--- config.mk ---
export PLATFORM = sky130hd
export DESIGN_NAME = mc_alu
export DESIGN_NICKNAME = d
export VERILOG_FILES = /design/src/rtl/mc_alu.sv
export SDC_FILE = /design/constraint.sdc
export NUM_CORES = 1
export LEC_CHECK = 0
export CAP_MARGIN = 20
export CORE_UTILIZATION = 47
export DETAILED_ROUTE_END_ITERATION = 12
export PLACE_DENSITY_LB_ADDON = 0.05
export SETUP_SLACK_MARGIN = 0.1
export SYNTH_ARGS = -nofsm -noshare
export SYNTH_HDL_FRONTEND = slang
export SYNTH_SLANG_ARGS = --single-unit
--- constraint.sdc ---
create_clock -name clk -period 4.6 [get_ports clk]
set_clock_uncertainty 0.1 [all_clocks]
set_input_delay 0.92 -clock clk [delete_from_list [all_inputs] [get_ports clk]]
set_output_delay 0.92 -clock clk [all_outputs]
set_load 0.03 [all_outputs]
--- src/rtl/mc_alu.sv ---
// Multi-cycle ALU. Single-cycle arithmetic/logic ops write result directly;
// MULT (shift-add) and DIV (restoring) iterate one bit per cycle into HI/LO.
module mc_alu #(
  parameter int WIDTH = 32,
  parameter int CNT_W = 6
) (
  input  logic             clk,
  input  logic             rst_n,
  input  logic             start,
  input  logic [3:0]       alu_control,
  input  logic [WIDTH-1:0] a,
  input  logic [WIDTH-1:0] b,
  output logic [WIDTH-1:0] result,
  output logic             zero,
  output logic             busy,
  output logic             done,
  output logic [WIDTH-1:0] hi,
  output logic [WIDTH-1:0] lo
);

  localparam logic [3:0] OP_DIV  = 4'd8;
  localparam logic [3:0] OP_MULT = 4'd9;

  typedef enum logic [1:0] {IDLE, MUL, DIV} state_t;

  state_t           state, state_next;
  logic [CNT_W-1:0] cnt;
  logic [WIDTH-1:0] opnd, work_hi, work_lo;
  logic [WIDTH-1:0] alu_out, step_hi, step_lo, div_diff;
  logic [WIDTH:0]   mul_sum, div_shift;
  logic             last;

  assign last = (cnt == CNT_W'(WIDTH - 1));
  assign zero = (result == '0);

  always_comb begin
    // NOTE: every always_comb output gets a default first so no path infers a latch.
    alu_out = '0;
    case (alu_control)
      4'd0, 4'd5, 4'd12, 4'd13: alu_out = a + b;
      4'd2:    alu_out = a & b;
      4'd3:    alu_out = a | b;
      4'd4:    alu_out = ~(a | b);
      4'd6:    alu_out = a - b;
      4'd7:    alu_out = {{(WIDTH-1){1'b0}}, ($signed(a) < $signed(b))};
      4'd10:   alu_out = hi;
      4'd11:   alu_out = lo;
      default: alu_out = '0;
    endcase
  end

  // MUL: {work_hi, work_lo} is the partial product with the multiplier in the
  // low half. DIV: work_hi is the remainder, work_lo shifts dividend out and
  // quotient bits in.
  always_comb begin
    mul_sum   = {1'b0, work_hi} + (work_lo[0] ? {1'b0, opnd} : '0);
    div_shift = {work_hi, work_lo[WIDTH-1]};
    div_diff  = div_shift[WIDTH-1:0] - opnd;
    step_hi   = mul_sum[WIDTH:1];
    step_lo   = {mul_sum[0], work_lo[WIDTH-1:1]};
    if (state == DIV) begin
      if (div_shift >= {1'b0, opnd}) begin
        step_hi = div_diff;
        step_lo = {work_lo[WIDTH-2:0], 1'b1};
      end else begin
        step_hi = div_shift[WIDTH-1:0];
        step_lo = {work_lo[WIDTH-2:0], 1'b0};
      end
    end
  end

  always_comb begin
    state_next = state;
    case (state)
      IDLE: begin
        if (start && alu_control == OP_MULT)     state_next = MUL;
        else if (start && alu_control == OP_DIV) state_next = DIV;
      end
      MUL, DIV: if (last) state_next = IDLE;
      default:  state_next = IDLE;
    endcase
  end

  always_ff @(posedge clk or negedge rst_n) begin
    // NOTE: sequential state uses non-blocking assignments so all flops sample pre-edge values.
    if (!rst_n) state <= IDLE;
    else        state <= state_next;
  end

  always_ff @(posedge clk or negedge rst_n) begin
    if (!rst_n) begin
      result  <= '0;
      hi      <= '0;
      lo      <= '0;
      busy    <= 1'b0;
      done    <= 1'b0;
      cnt     <= '0;
      opnd    <= '0;
      work_hi <= '0;
      work_lo <= '0;
    end else begin
      done <= 1'b0;
      case (state)
        IDLE: begin
          if (start) begin
            if (alu_control == OP_MULT || alu_control == OP_DIV) begin
              busy    <= 1'b1;
              cnt     <= '0;
              opnd    <= b;
              work_hi <= '0;
              work_lo <= a;
            end else begin
              result <= alu_out;
              done   <= 1'b1;
            end
          end
        end
        MUL, DIV: begin
          cnt     <= cnt + CNT_W'(1);
          work_hi <= step_hi;
          work_lo <= step_lo;
          if (last) begin
            hi     <= step_hi;
            lo     <= step_lo;
            result <= step_lo;
            done   <= 1'b1;
            busy   <= 1'b0;
            cnt    <= '0;
          end
        end
        default: ;
      endcase
    end
  end

endmodule

==> impl_metrics.env <==
export IMPL_drt_first_iter_violations=1909
export IMPL_switching_share=0.485
export IMPL_hold_violations=0
export IMPL_timing_fmax_mhz=245
export IMPL_cp_slowest_stage_delay_ns=0.61
export IMPL_layout_nets=2635
export IMPL_timing_final_crit_share=0.888
export IMPL_ios=170
export IMPL_clk_insertion_delay_late_ns=0.57
export IMPL_utilization=0.577
export IMPL_cpMostUsedCell="nand3_1"
export IMPL_cp_cell_sequence="clkdlybuf4s50_1, ha_1, inv_1, fa_1, nor2b_1, o211ai_1, nand3_1, nand3_1, and2_1, o31ai_1, and3_1, or3_1, o21ai_0, o311ai_0"
export IMPL_via_per_inst=6.20
export IMPL_rr_endpoint="hi[23]$_DFFE_PN0P_"
export IMPL_die_y_um=197
export IMPL_layout_common_cells="nand2_1 (269), o21ai_0 (240), dfrtp_1 (202), a21oi_1 (170), clkdlybuf4s50_1 (168)"
export IMPL_ctsLongestPathBuffers=3
export IMPL_post_route_drc_count=0
export IMPL_routed_wl_um=69700
export IMPL_cts_buffers=25
export IMPL_core_area_um2=37000
export IMPL_power_density_nw_per_um2=570
export IMPL_syn_inst=2215
export IMPL_synth_cell_type_count=82
export IMPL_cp_startpoint="b[0]"
export IMPL_ys_seq_area_frac=0.284
export IMPL_cts_sinks=202
export IMPL_seqPwrFrac=0.242
export IMPL_final_common_cell="nand2_1"
export IMPL_port_buffers=169
export IMPL_path_class="input port to register"
export IMPL_cts_clk_slew_worst_paths_ns=0.07
export IMPL_status="finished clean"
export IMPL_r2r_start="work_lo[0]$_DFFE_PN0P_"
export IMPL_initial_core_util=0.481
export IMPL_grt_pass1_wl_um=106000
export IMPL_overflow=0
export IMPL_startpoint_type="input port"
export IMPL_endpoint_kind="register"
export IMPL_hold_buffers=0
export IMPL_grt_start_max_net_pins=107
export IMPL_path_buf_inv=2
export IMPL_area_delta_synth_final_pct=19.8
export IMPL_finalCriticalPeriod_ns=4.08
export IMPL_p_int_mw=6.26
export IMPL_cp_slowest_cell="clkdlybuf4s50_1"
export IMPL_critPathRequiredTime_ns=4.89
export IMPL_dpl_hpwl_um=53300
export IMPL_r2r_cells=13
export IMPL_rows=70
export IMPL_num_vias=18100
export IMPL_cts_tree="done"
export IMPL_yosys_warnings=0
export IMPL_layout_drive_gt1_share=0.0942
export IMPL_syn_nets=2457
export IMPL_root_buffer="clkbuf_16"
export IMPL_hold_slack_ns=0.283
export IMPL_post_synth_cell_area_avg_um2=8.03
export IMPL_syn_area_um2=17800
export IMPL_max_slew_worst_pin_slew_ns=1.01
export IMPL_cellLeakagePower_nw=9.76
export IMPL_cts_resized=0
export IMPL_max_slew_margin=0.327
export IMPL_antenna_found_initial=2
export IMPL_n_antenna_cell=0
export IMPL_h_tree_depth=1
export IMPL_first_pass_iters=9
export IMPL_track_usage=0.359
export IMPL_wl_per_cell_um=23.9
export IMPL_hold_path_class="input port to asynchronous set/reset pin"
export IMPL_synth_ff_type="dfrtp_1"
export IMPL_max_vdd_ir_drop_v=0.000352
export IMPL_setup_violations=0
export IMPL_place_congestion=0.971
export IMPL_synth_seq_cells=202
export IMPL_n_fill_cell=3461
export IMPL_pwr_share_clk=0.167
export IMPL_slew_violations=0
export IMPL_maxCapViolCount=0
export IMPL_p_switching_mw=5.90
export IMPL_die_area_um2=38600
export IMPL_fp_dieW_um=197
export IMPL_reg2reg_slack_ns=0.55
export IMPL_cts_setup_buffers=0
export IMPL_cp_max_fo=4
export IMPL_synth_edf_count=0
export IMPL_cp_arrival_ns=4.38
export IMPL_cp_top_family="simple AND/OR/NAND/NOR gates"
export IMPL_combPwrFrac=0.591
export IMPL_async_flop_share=1.00
export IMPL_rsz0062_at_grt="false"
export IMPL_ant_nets=0
export IMPL_grt_pass1_vias=17200
## per-stage QoR
step                worst slack (ns)  setup TNS, ns  power [mW]  cells  area [um^2]
floorplan                      0.812              0        7.61   2215        17800
global placement              0.0877              0        9.89   2870        20500
detailed placement          -0.00576       -0.00576        9.98   2870        20500
CTS                            0.543              0        12.1   2914        21300
global route                   0.261              0        13.0   2914        21300
finish                         0.516              0        12.2   2914        21300
## sequential cells by signal (all words and copies together) (netlist names)
name     flops
state        2
opnd        32
work_lo     32
done         1
result      32
cnt          6
work_hi     32
hi          32
busy         1
lo          32
## power by group through the flow
| stage | logic, mW | clock network, mW | registers (mW) |
|---|---|---|---|
| 6_report | 7.19 | 2.03 | 2.94 |
| 5_1_grt | 7.87 | 2.12 | 2.98 |
| 4_1_cts | 7.10 | 2.06 | 2.91 |
| 3_5_place_dp | 7.05 | 0 | 2.93 |
| 3_3_place_gp | 6.96 | 0 | 2.93 |
| 2_1_floorplan | 4.72 | 0 | 2.89 |
## cells in the mapped netlist, drive strengths merged (14+ instances only)
cell type	count	area, um^2
a211oi	16	130
a21o	46	347
a21oi	172	861
a221o	14	140
a222oi	24	240
a22o	34	298
a31oi	35	234
and2	41	256
buf	27	194
clkbuf	98	368
dfrtp	202	5050
ha	167	2090
inv	147	552
mux2	38	428
mux2i	46	460
nand2	270	1010
nand2b	21	131
nand3	41	205
nand4	18	113
nor2	151	567
nor3	32	160
o211ai	22	165
o21ai	247	1240
o21bai	19	143
o221ai	14	123
o31ai	19	143
or3	14	92.6
xnor2	44	385
xor2	16	140
## cells by family after synthesis
| family | Yosys count | synth area share |
|---|---|---|
| XOR/XNOR | 60 | 0.0295 |
| flip-flops | 202 | 0.284 |
| AND/OR/NAND/NOR | 652 | 0.168 |
| adder cells (fa/ha/maj) | 171 | 0.122 |
| AO/OA/AOI/OAI | 774 | 0.284 |
| buffers and inverters | 272 | 0.0626 |
| multiplexers | 84 | 0.0500 |
## worst register-to-register path, stage by stage, from the launching register on
cell and delay, ns:
dfrtp_1 0.53, buf_4 0.25, and2_1 0.16, ha_1 0.38
nand3_1 0.15, or2_2 0.33, a2111oi_0 0.39, buf_4 0.20
a21o_1 0.13, o21a_1 0.30, nor2_1 0.08, a2111oi_0 0.38
o221ai_1 0.26, mux2_2 0.31
## metal layers
layer	track usage	part of all wire	routed length, um	up-vias
met5	0	0	0	-
li1	-	-	-	8392
met3	0.0633	0.090	6240	119
met1	0.534	0.46	32200	8766
met2	0.523	0.42	29100	780
met4	0.109	0.031	2140	0
## final cells by class
class / count / area [um^2] / area share
tap: 504 / 631 / 0.0296
inverter: 147 / 552 / 0.0259
sequential: 202 / 5050 / 0.237
multi-input combinational: 1741 / 11700 / 0.549
clock inverter: 11 / 115 / 0.00540
timing repair buffer: 276 / 2560 / 0.120
clock buffer: 33 / 706 / 0.0331
## worst max-delay path by stage
stage,endpoint,slack [ns],cells after the start
2_1_floorplan,result[26]$_DFFE_PN0P_,0.81,12
3_3_place_gp,result[30]$_DFFE_PN0P_,0.09,16
3_5_place_dp,result[23]$_DFFE_PN0P_,-0.006,13
4_1_cts,result[23]$_DFFE_PN0P_,0.54,13
5_1_grt,result[23]$_DFFE_PN0P_,0.26,13
6_report,result[16]$_DFFE_PN0P_,0.52,14
(Power assumes the default switching activity.)
